**src/rtl/uart_rx_mmio_if.sv**
```systemverilog
// -----------------------------------------------------------------------------
// uart_rx_mmio_if
// Read-side dmem bus between the core and the memory-mapped UART receiver.
//   addr   core -> dev  32  byte address from the core
//   rdEn   core -> dev   1  one-cycle read strobe qualifying addr
//   rData  dev  -> core 32  read data, combinational from addr
//   hit    dev  -> core  1  addr decodes to one of the receiver's registers
// -----------------------------------------------------------------------------
interface uart_rx_mmio_if;
  logic [31:0] addr;
  logic        rdEn;
  logic [31:0] rData;
  logic        hit;

  modport master (
    output addr,
    output rdEn,
    input  rData,
    input  hit
  );

  modport slave (
    input  addr,
    input  rdEn,
    output rData,
    output hit
  );
endinterface

```
**src/rtl/uart_rx_mmio.sv**
```systemverilog
// -----------------------------------------------------------------------------
// uart_rx_mmio
// Memory-mapped 8N1 UART receiver. The serial line is synchronised,
// deserialised by a mid-bit sampling FSM and queued in a small FIFO. The core
// reads bytes and status through the dmem read path.
//   clk   in   system clock, rising edge
//   rst   in   synchronous reset, active-low
//   rx    in   asynchronous serial input, idle high
//   bus   slave modport: addr/rdEn in, rData/hit out
// Register map:
//   DATA_ADDR  read pops the head byte -> {24'b0, byte}, 0 when empty
//   STAT_ADDR  {28'b0, ferr, ovr, full, !empty}; a strobed read clears ferr/ovr
// -----------------------------------------------------------------------------
module uart_rx_mmio #(
  parameter int          CLKS_PER_BIT = 16,
  parameter int          FIFO_DEPTH   = 8,
  parameter logic [31:0] DATA_ADDR    = 32'hFFFF_FFF8,
  parameter logic [31:0] STAT_ADDR    = 32'hFFFF_FFF4
) (
  input  logic           clk,
  input  logic           rst,
  input  logic           rx,
  uart_rx_mmio_if.slave  bus
);

  localparam int CNT_W       = $clog2(CLKS_PER_BIT);
  localparam int PTR_W       = $clog2(FIFO_DEPTH);
  localparam int HALF_LAST_I = CLKS_PER_BIT / 2 - 1;
  localparam int BIT_LAST_I  = CLKS_PER_BIT - 1;

  localparam logic [CNT_W-1:0] HALF_LAST = HALF_LAST_I[CNT_W-1:0];
  localparam logic [CNT_W-1:0] BIT_LAST  = BIT_LAST_I[CNT_W-1:0];
  localparam logic [CNT_W-1:0] CNT_ONE   = {{(CNT_W-1){1'b0}}, 1'b1};
  localparam logic [PTR_W-1:0] PTR_ONE   = {{(PTR_W-1){1'b0}}, 1'b1};
  localparam logic [PTR_W:0]   COUNT_ONE = {{PTR_W{1'b0}}, 1'b1};
  localparam logic [PTR_W:0]   DEPTH_CNT = FIFO_DEPTH[PTR_W:0];

  typedef enum logic [1:0] {
    IDLE,
    START,
    DATA,
    STOP
  } stateT;

  // ---------------------------------------------------------------------------
  // Input synchroniser; both flops reset to the idle line level so a reset
  // never manufactures a start bit.
  // ---------------------------------------------------------------------------
  logic rxMeta;
  logic rxs;

  always_ff @(posedge clk) begin
    if (!rst) begin
      rxMeta <= 1'b1;
      rxs    <= 1'b1;
    end else begin
      // NOTE: sequential state uses non-blocking assignments so every flop
      // samples the pre-edge value of its neighbours (rxs gets the old rxMeta).
      rxMeta <= rx;
      rxs    <= rxMeta;
    end
  end

  // ---------------------------------------------------------------------------
  // Receive FSM
  // ---------------------------------------------------------------------------
  stateT            state;
  stateT            stateNext;
  logic [CNT_W-1:0] cnt;
  logic [CNT_W-1:0] cntNext;
  logic [2:0]       idx;
  logic [2:0]       idxNext;
  logic [7:0]       sh;
  logic [7:0]       shNext;
  logic             stopOk;
  logic             stopBad;

  always_ff @(posedge clk) begin
    if (!rst) begin
      state <= IDLE;
      cnt   <= '0;
      idx   <= '0;
      sh    <= '0;
    end else begin
      state <= stateNext;
      cnt   <= cntNext;
      idx   <= idxNext;
      sh    <= shNext;
    end
  end

  always_comb begin
    // NOTE: every output of this block gets a default before the case, so no
    // path leaves a signal unassigned and no latch is inferred.
    stateNext = state;
    cntNext   = cnt + CNT_ONE;
    idxNext   = idx;
    shNext    = sh;
    stopOk    = 1'b0;
    stopBad   = 1'b0;

    unique case (state)
      IDLE: begin
        cntNext = '0;
        if (!rxs) stateNext = START;
      end

      // Half a bit after the falling edge we are mid start bit; a high line
      // there means the edge was noise.
      START: begin
        if (cnt == HALF_LAST) begin
          cntNext   = '0;
          idxNext   = '0;
          stateNext = rxs ? IDLE : DATA;
        end
      end

      // From mid start bit, a full bit period lands on mid data bit.
      DATA: begin
        if (cnt == BIT_LAST) begin
          cntNext = '0;
          shNext  = {rxs, sh[7:1]};
          idxNext = idx + 3'd1;
          if (idx == 3'd7) stateNext = STOP;
        end
      end

      // Return to IDLE at mid stop bit so the next start edge is not missed.
      STOP: begin
        if (cnt == BIT_LAST) begin
          cntNext   = '0;
          stateNext = IDLE;
          stopOk    = rxs;
          stopBad   = !rxs;
        end
      end

      default: stateNext = IDLE;
    endcase
  end

  // ---------------------------------------------------------------------------
  // Bus decode
  // ---------------------------------------------------------------------------
  logic dataSel;
  logic statSel;
  logic statRd;
  logic pop;
  logic push;
  logic ovrSet;
  logic full;
  logic empty;

  assign dataSel = (bus.addr == DATA_ADDR);
  assign statSel = (bus.addr == STAT_ADDR);
  assign bus.hit = dataSel | statSel;
  assign statRd  = bus.rdEn & statSel;
  assign pop     = bus.rdEn & dataSel & !empty;

  // A pop in the same cycle frees the slot the new byte needs.
  assign push    = stopOk & (!full | pop);
  assign ovrSet  = stopOk & full & !pop;

  // ---------------------------------------------------------------------------
  // Receive FIFO
  // ---------------------------------------------------------------------------
  logic [7:0]       mem [FIFO_DEPTH];
  logic [PTR_W-1:0] wrPtr;
  logic [PTR_W-1:0] rdPtr;
  logic [PTR_W:0]   count;

  assign full  = (count == DEPTH_CNT);
  assign empty = (count == '0);

  // NOTE: the storage array has no reset; an entry is only ever read after it
  // has been written, and leaving it unreset lets it map onto plain RAM.
  always_ff @(posedge clk) begin
    if (push) mem[wrPtr] <= sh;
  end

  always_ff @(posedge clk) begin
    if (!rst) begin
      wrPtr <= '0;
      rdPtr <= '0;
      count <= '0;
    end else begin
      if (push) wrPtr <= wrPtr + PTR_ONE;
      if (pop)  rdPtr <= rdPtr + PTR_ONE;
      unique case ({push, pop})
        2'b10:   count <= count + COUNT_ONE;
        2'b01:   count <= count - COUNT_ONE;
        default: count <= count;
      endcase
    end
  end

  // ---------------------------------------------------------------------------
  // Sticky error flags: a set on the same edge as a status read wins, so an
  // error is never lost between the read data and the clear.
  // ---------------------------------------------------------------------------
  logic ovr;
  logic ferr;

  always_ff @(posedge clk) begin
    if (!rst) begin
      ovr  <= 1'b0;
      ferr <= 1'b0;
    end else begin
      if (ovrSet)      ovr <= 1'b1;
      else if (statRd) ovr <= 1'b0;

      if (stopBad)     ferr <= 1'b1;
      else if (statRd) ferr <= 1'b0;
    end
  end

  // ---------------------------------------------------------------------------
  // Read mux: pure function of addr and current state.
  // ---------------------------------------------------------------------------
  always_comb begin
    bus.rData = '0;
    if (dataSel) begin
      if (!empty) bus.rData = {24'b0, mem[rdPtr]};
    end else if (statSel) begin
      bus.rData = {28'b0, ferr, ovr, full, !empty};
    end
  end

endmodule

```
**src/flat_wrapper.sv**
```systemverilog
// flat-port wrapper written by rule: the top's interface ports become plain ports
module uart_rx_mmio_flat 
#(
  parameter int          CLKS_PER_BIT = 16,
  parameter int          FIFO_DEPTH   = 8,
  parameter logic [31:0] DATA_ADDR    = 32'hFFFF_FFF8,
  parameter logic [31:0] STAT_ADDR    = 32'hFFFF_FFF4
)
  (clk, rst, rx, bus_addr, bus_rdEn, bus_rData, bus_hit);
  uart_rx_mmio_if bus_i ();
  input  logic clk;
  input  logic rst;
  input  logic rx;
  input wire logic [$bits(bus_i.addr)-1:0] bus_addr;
  input wire logic [$bits(bus_i.rdEn)-1:0] bus_rdEn;
  output wire logic [$bits(bus_i.rData)-1:0] bus_rData;
  output wire logic [$bits(bus_i.hit)-1:0] bus_hit;
  assign bus_i.addr = bus_addr;
  assign bus_i.rdEn = bus_rdEn;
  assign bus_rData = bus_i.rData;
  assign bus_hit = bus_i.hit;
  uart_rx_mmio #(.CLKS_PER_BIT(CLKS_PER_BIT), .FIFO_DEPTH(FIFO_DEPTH), .DATA_ADDR(DATA_ADDR), .STAT_ADDR(STAT_ADDR)) u_core (.clk(clk), .rst(rst), .rx(rx), .bus(bus_i));
endmodule
```
**config.mk**
```make
export PLATFORM = sky130hd
export DESIGN_NAME = uart_rx_mmio_flat
export DESIGN_NICKNAME = d
export VERILOG_FILES = /design/src/rtl/uart_rx_mmio_if.sv /design/src/rtl/uart_rx_mmio.sv /design/src/flat_wrapper.sv
export SDC_FILE = /design/constraint.sdc
export NUM_CORES = 1
export LEC_CHECK = 0
export BUFFER_PORTS_ARGS = -buffer_cell sky130_fd_sc_hd__buf_2
export CAP_MARGIN = 10
export CORE_UTILIZATION = 30
export DETAILED_ROUTE_END_ITERATION = 12
export GPL_TIMING_DRIVEN = 0
export RECOVER_POWER = 50
export SLEW_MARGIN = 20
export SYNTH_ARGS = -nofsm -noshare
export SYNTH_HDL_FRONTEND = slang
export SYNTH_SLANG_ARGS = --single-unit
```
**constraint.sdc**
```tcl
create_clock -name clk -period 3.5 [get_ports clk]
set_input_delay 0.175 -clock clk [delete_from_list [all_inputs] [get_ports clk]]
set_output_delay 0.175 -clock clk [all_outputs]
set_load 0.02 [all_outputs]
```
==> reports/qor.yml <==
power_and_ir_drop:
  pwr-share-clk: 0.404
  leakage_nw: 1.976
  switchingPower_w: 0.0004858
  comb_power_share: 0.050
  peakVddDrop_uv: 252.6
  swShare: 0.2171
  powerDensity_nw_per_um2: 426.1
  internal_power_w: 0.001752
  seq_power_share: 0.546
hold_path:
  holdPathEnd: "u_core.rxMeta"
  min_delay_path_depth: 2
  holdCritStartpoint: "rx"
  min_path_type: "primary input to register"
setup_path:
  r2r.worst_path.cells: 13
  critPathSlowestCell: "dfxtp_1"
  crit_arrival_ns: 3.25
  cp.required_ns: 3.77
  cp.buffers_inverters: 2
  cp_top_family: "simple AND/OR/NAND/NOR gates"
  max_stage_delay_ns: 0.53
  path_cells: "nor4_4 -> nor2_1 -> nand4_1 -> a21boi_2 -> buf_6 -> inv_1 -> ha_1 -> xor2_1 -> ha_1 -> a21oi_1 -> xor2_1 -> or3_1 -> a21oi_1"
  rrSetupSlack_ns: 0.51
  cp-end-kind: "register"
  cp-start-kind: "register"
  crit-reg2reg-capture: "u_core.count[2]"
  cp_max_fo: 10
  r2r-start: "u_core.count[0]"
  path_class: "register to register"
layout:
  fin_area_sq_um: 5253
  multi_input_area_sq_um: 1657
  fin_nets: 455
  antenna_cells_inserted: 0
  syn2layout_area_growth_pct: 17.33
  nFillCells: 1440
  regArea_sq_um: 2603
  drive_above_1_share: 0.2701
run:
  drv_cap: 0
sta:
  setup_tns_ns: 0
  fin_crit_sh: 0.8536
  rsz0062_at_grt: "false"
  slew_headroom: 0.5207
  hold_violations: 0
  min_period_ns: 2.988
  clock_skew_ns: 0.01047
  worst-slew-pin-transition_ns: 0.7189
  fmax_ghz: 0.3347
  drv_slew: 0
  setup_viol: 0
yosys:
  yosysWarnings: 0
  netlist_instances: 328
  ys.flop_type: "edfxtp_1"
  syn_area_sq_um: 4477
  async_flop_share: 0
  ys_ff_latch: 98
  synth.distinct_cells: 52
  synth-edff-count: 64
  ys_seq_area_frac: 0.5813
  syn_area_per_cell_sq_um: 13.65
routing:
  viasPerCell: 4.553
  first_pass_iters: 4
  vias: 2709
  drtIter0Drc: 119
  routed_wl_um: 8473
  drc_errors: 0
  final_antenna_net_count: 0
  wl_per_cell_um: 14.24
floorplan:
  die_h_um: 124.2
  rows: 44
  die-area_sq_um: 15420
  start_util: 0.3080
  die_w_um: 124.2
  io_pins: 69
  core-area_sq_um: 14530
cts:
  post_cts_buffers: 0
  numCtsBuffers: 9
  cts-htree-levels: 3
  cts_resized: 0
  clkTransAtPathRegs_ns: 0.06
  clock_sinks: 98
  cts_tree: "done"
  clk_path_buf_depth: 2
  hold_buffers: 0
  clk_latency_ns: 0.35
  cts-root-buf: "clkbuf_16"
run_status:
  outcome: "finished, final reports clean"
global_routing:
  gr-usage-met1: 0.1352
  grt_max_degree: 17
  antenna_found_initial: 0
  use_met2: 0.2113
  grt_busiest_layer: "met2"
  overflow: 0
  grt_util_met3: 0.03526
  grt_pass1_wl_um: 13480
  grt_use_total: 0.1192
  grt_pass1_vias: 2694
place:
  place_hpwl_um: 6112
  portBuffers: 44
  gp_congestion: 0.7540
  placed_cell_area_sq_um: 5014
## placed cells by master, fill, tap and decap left out, drive strengths merged, types with 2 or more instances in the layout
cell type / n
edfxtp: 64
ha: 13
nand2: 35
xor2: 6
o2bb2ai: 3
clkinv: 5
nand2b: 7
nor3: 3
buf: 73
nor4: 3
nand3b: 2
clkbuf: 17
nor2: 17
nand4: 9
and3: 3
or3: 2
mux4: 16
o311a: 3
dfxtp: 34
o21ai: 5
nand4b: 3
conb: 24
and4b: 3
inv: 10
mux2i: 15
nand3: 2
a21oi: 17
## flip-flops by register name, summed over array words and instances, names as in the netlist, 3 cells and up, named ones only
signal,count
u_core.rdPtr,3
u_core.cnt,4
u_core.sh,8
u_core.wrPtr,3
u_core.mem,64
u_core.idx,3
u_core.count,4
## power groups by stage
stage | sequential [W] | combinational [W] | clock (W)
floorplan | 0.00125 | 0.0000801 | 0
global placement | 0.00125 | 0.000110 | 0
detailed placement | 0.00125 | 0.000112 | 0
CTS | 0.00122 | 0.000113 | 0.000924
global route | 0.00122 | 0.000123 | 0.000969
finish | 0.00122 | 0.000112 | 0.000904
## through the flow
stage	cells	power (W)	setup WS (ns)	hold WS, ns	util
after floorplan	351	0.001328	0.9253	0.2480	-
after global placement	579	0.001358	0.6889	0.3617	0.3450
after detailed placement	579	0.001361	0.6248	0.3660	0.3450
after CTS	595	0.002260	0.6187	0.008633	0.3636
after global routing	595	0.002315	0.1961	0.009789	0.3614
final	595	0.002238	0.5122	0.01724	0.3614
## Yosys cell counts, drive strengths merged (5+ instances only)
| cell | instances | area, sq um |
|---|---|---|
| buf | 31 | 220.2 |
| clkbuf | 5 | 20.01 |
| nand4 | 9 | 77.57 |
| mux4 | 16 | 360.4 |
| nor2 | 17 | 63.81 |
| a21oi | 17 | 85.08 |
| nand2b | 7 | 43.79 |
| dfxtp | 34 | 680.7 |
| mux2i | 15 | 150.1 |
| ha | 13 | 162.7 |
| edfxtp | 64 | 1922 |
| inv | 9 | 33.78 |
| nand2 | 35 | 131.4 |
| o21ai | 5 | 25.02 |
| xor2 | 6 | 52.55 |
## final cells by class
type / instances / share of cell area
multi-input combinational: 208 / 0.3154
clock buffer: 10 / 0.04359
sequential: 98 / 0.4955
clock inverter: 6 / 0.008099
tap: 184 / 0.04383
buffer: 36 / 0.04574
timing repair buffer: 44 / 0.04145
inverter: 9 / 0.006432
## worst max path at each step
stage | to | depth (start not counted) | from | slack [ns]
6_report | u_core.count[2] | 13 | u_core.count[0] | 0.51
5_1_grt | u_core.count[2] | 13 | u_core.count[0] | 0.20
4_1_cts | u_core.count[2] | 13 | u_core.cnt[0] | 0.62
3_5_place_dp | u_core.count[2] | 14 | bus_addr[1] | 0.62
3_3_place_gp | u_core.count[2] | 14 | bus_addr[1] | 0.69
2_1_floorplan | u_core.count[2] | 13 | u_core.count[0] | 0.93
## metal layers
layer	wire, um	up-vias
met4	189	0
met3	255	17
met5	0	-
met2	4382	33
met1	3645	1322
li1	-	1337
## logic make-up after synthesis
family	count (synthesis)	synth area share
mux	31	0.1140
buf+inv	45	0.06120
fa+ha+maj	13	0.03633
flops	98	0.5813
compound gates	37	0.05450
simple gates	97	0.1400
other cells	1	0.0008377
xor+xnor	6	0.01174
No activity file was read; power rests on OpenSTA's default activity.
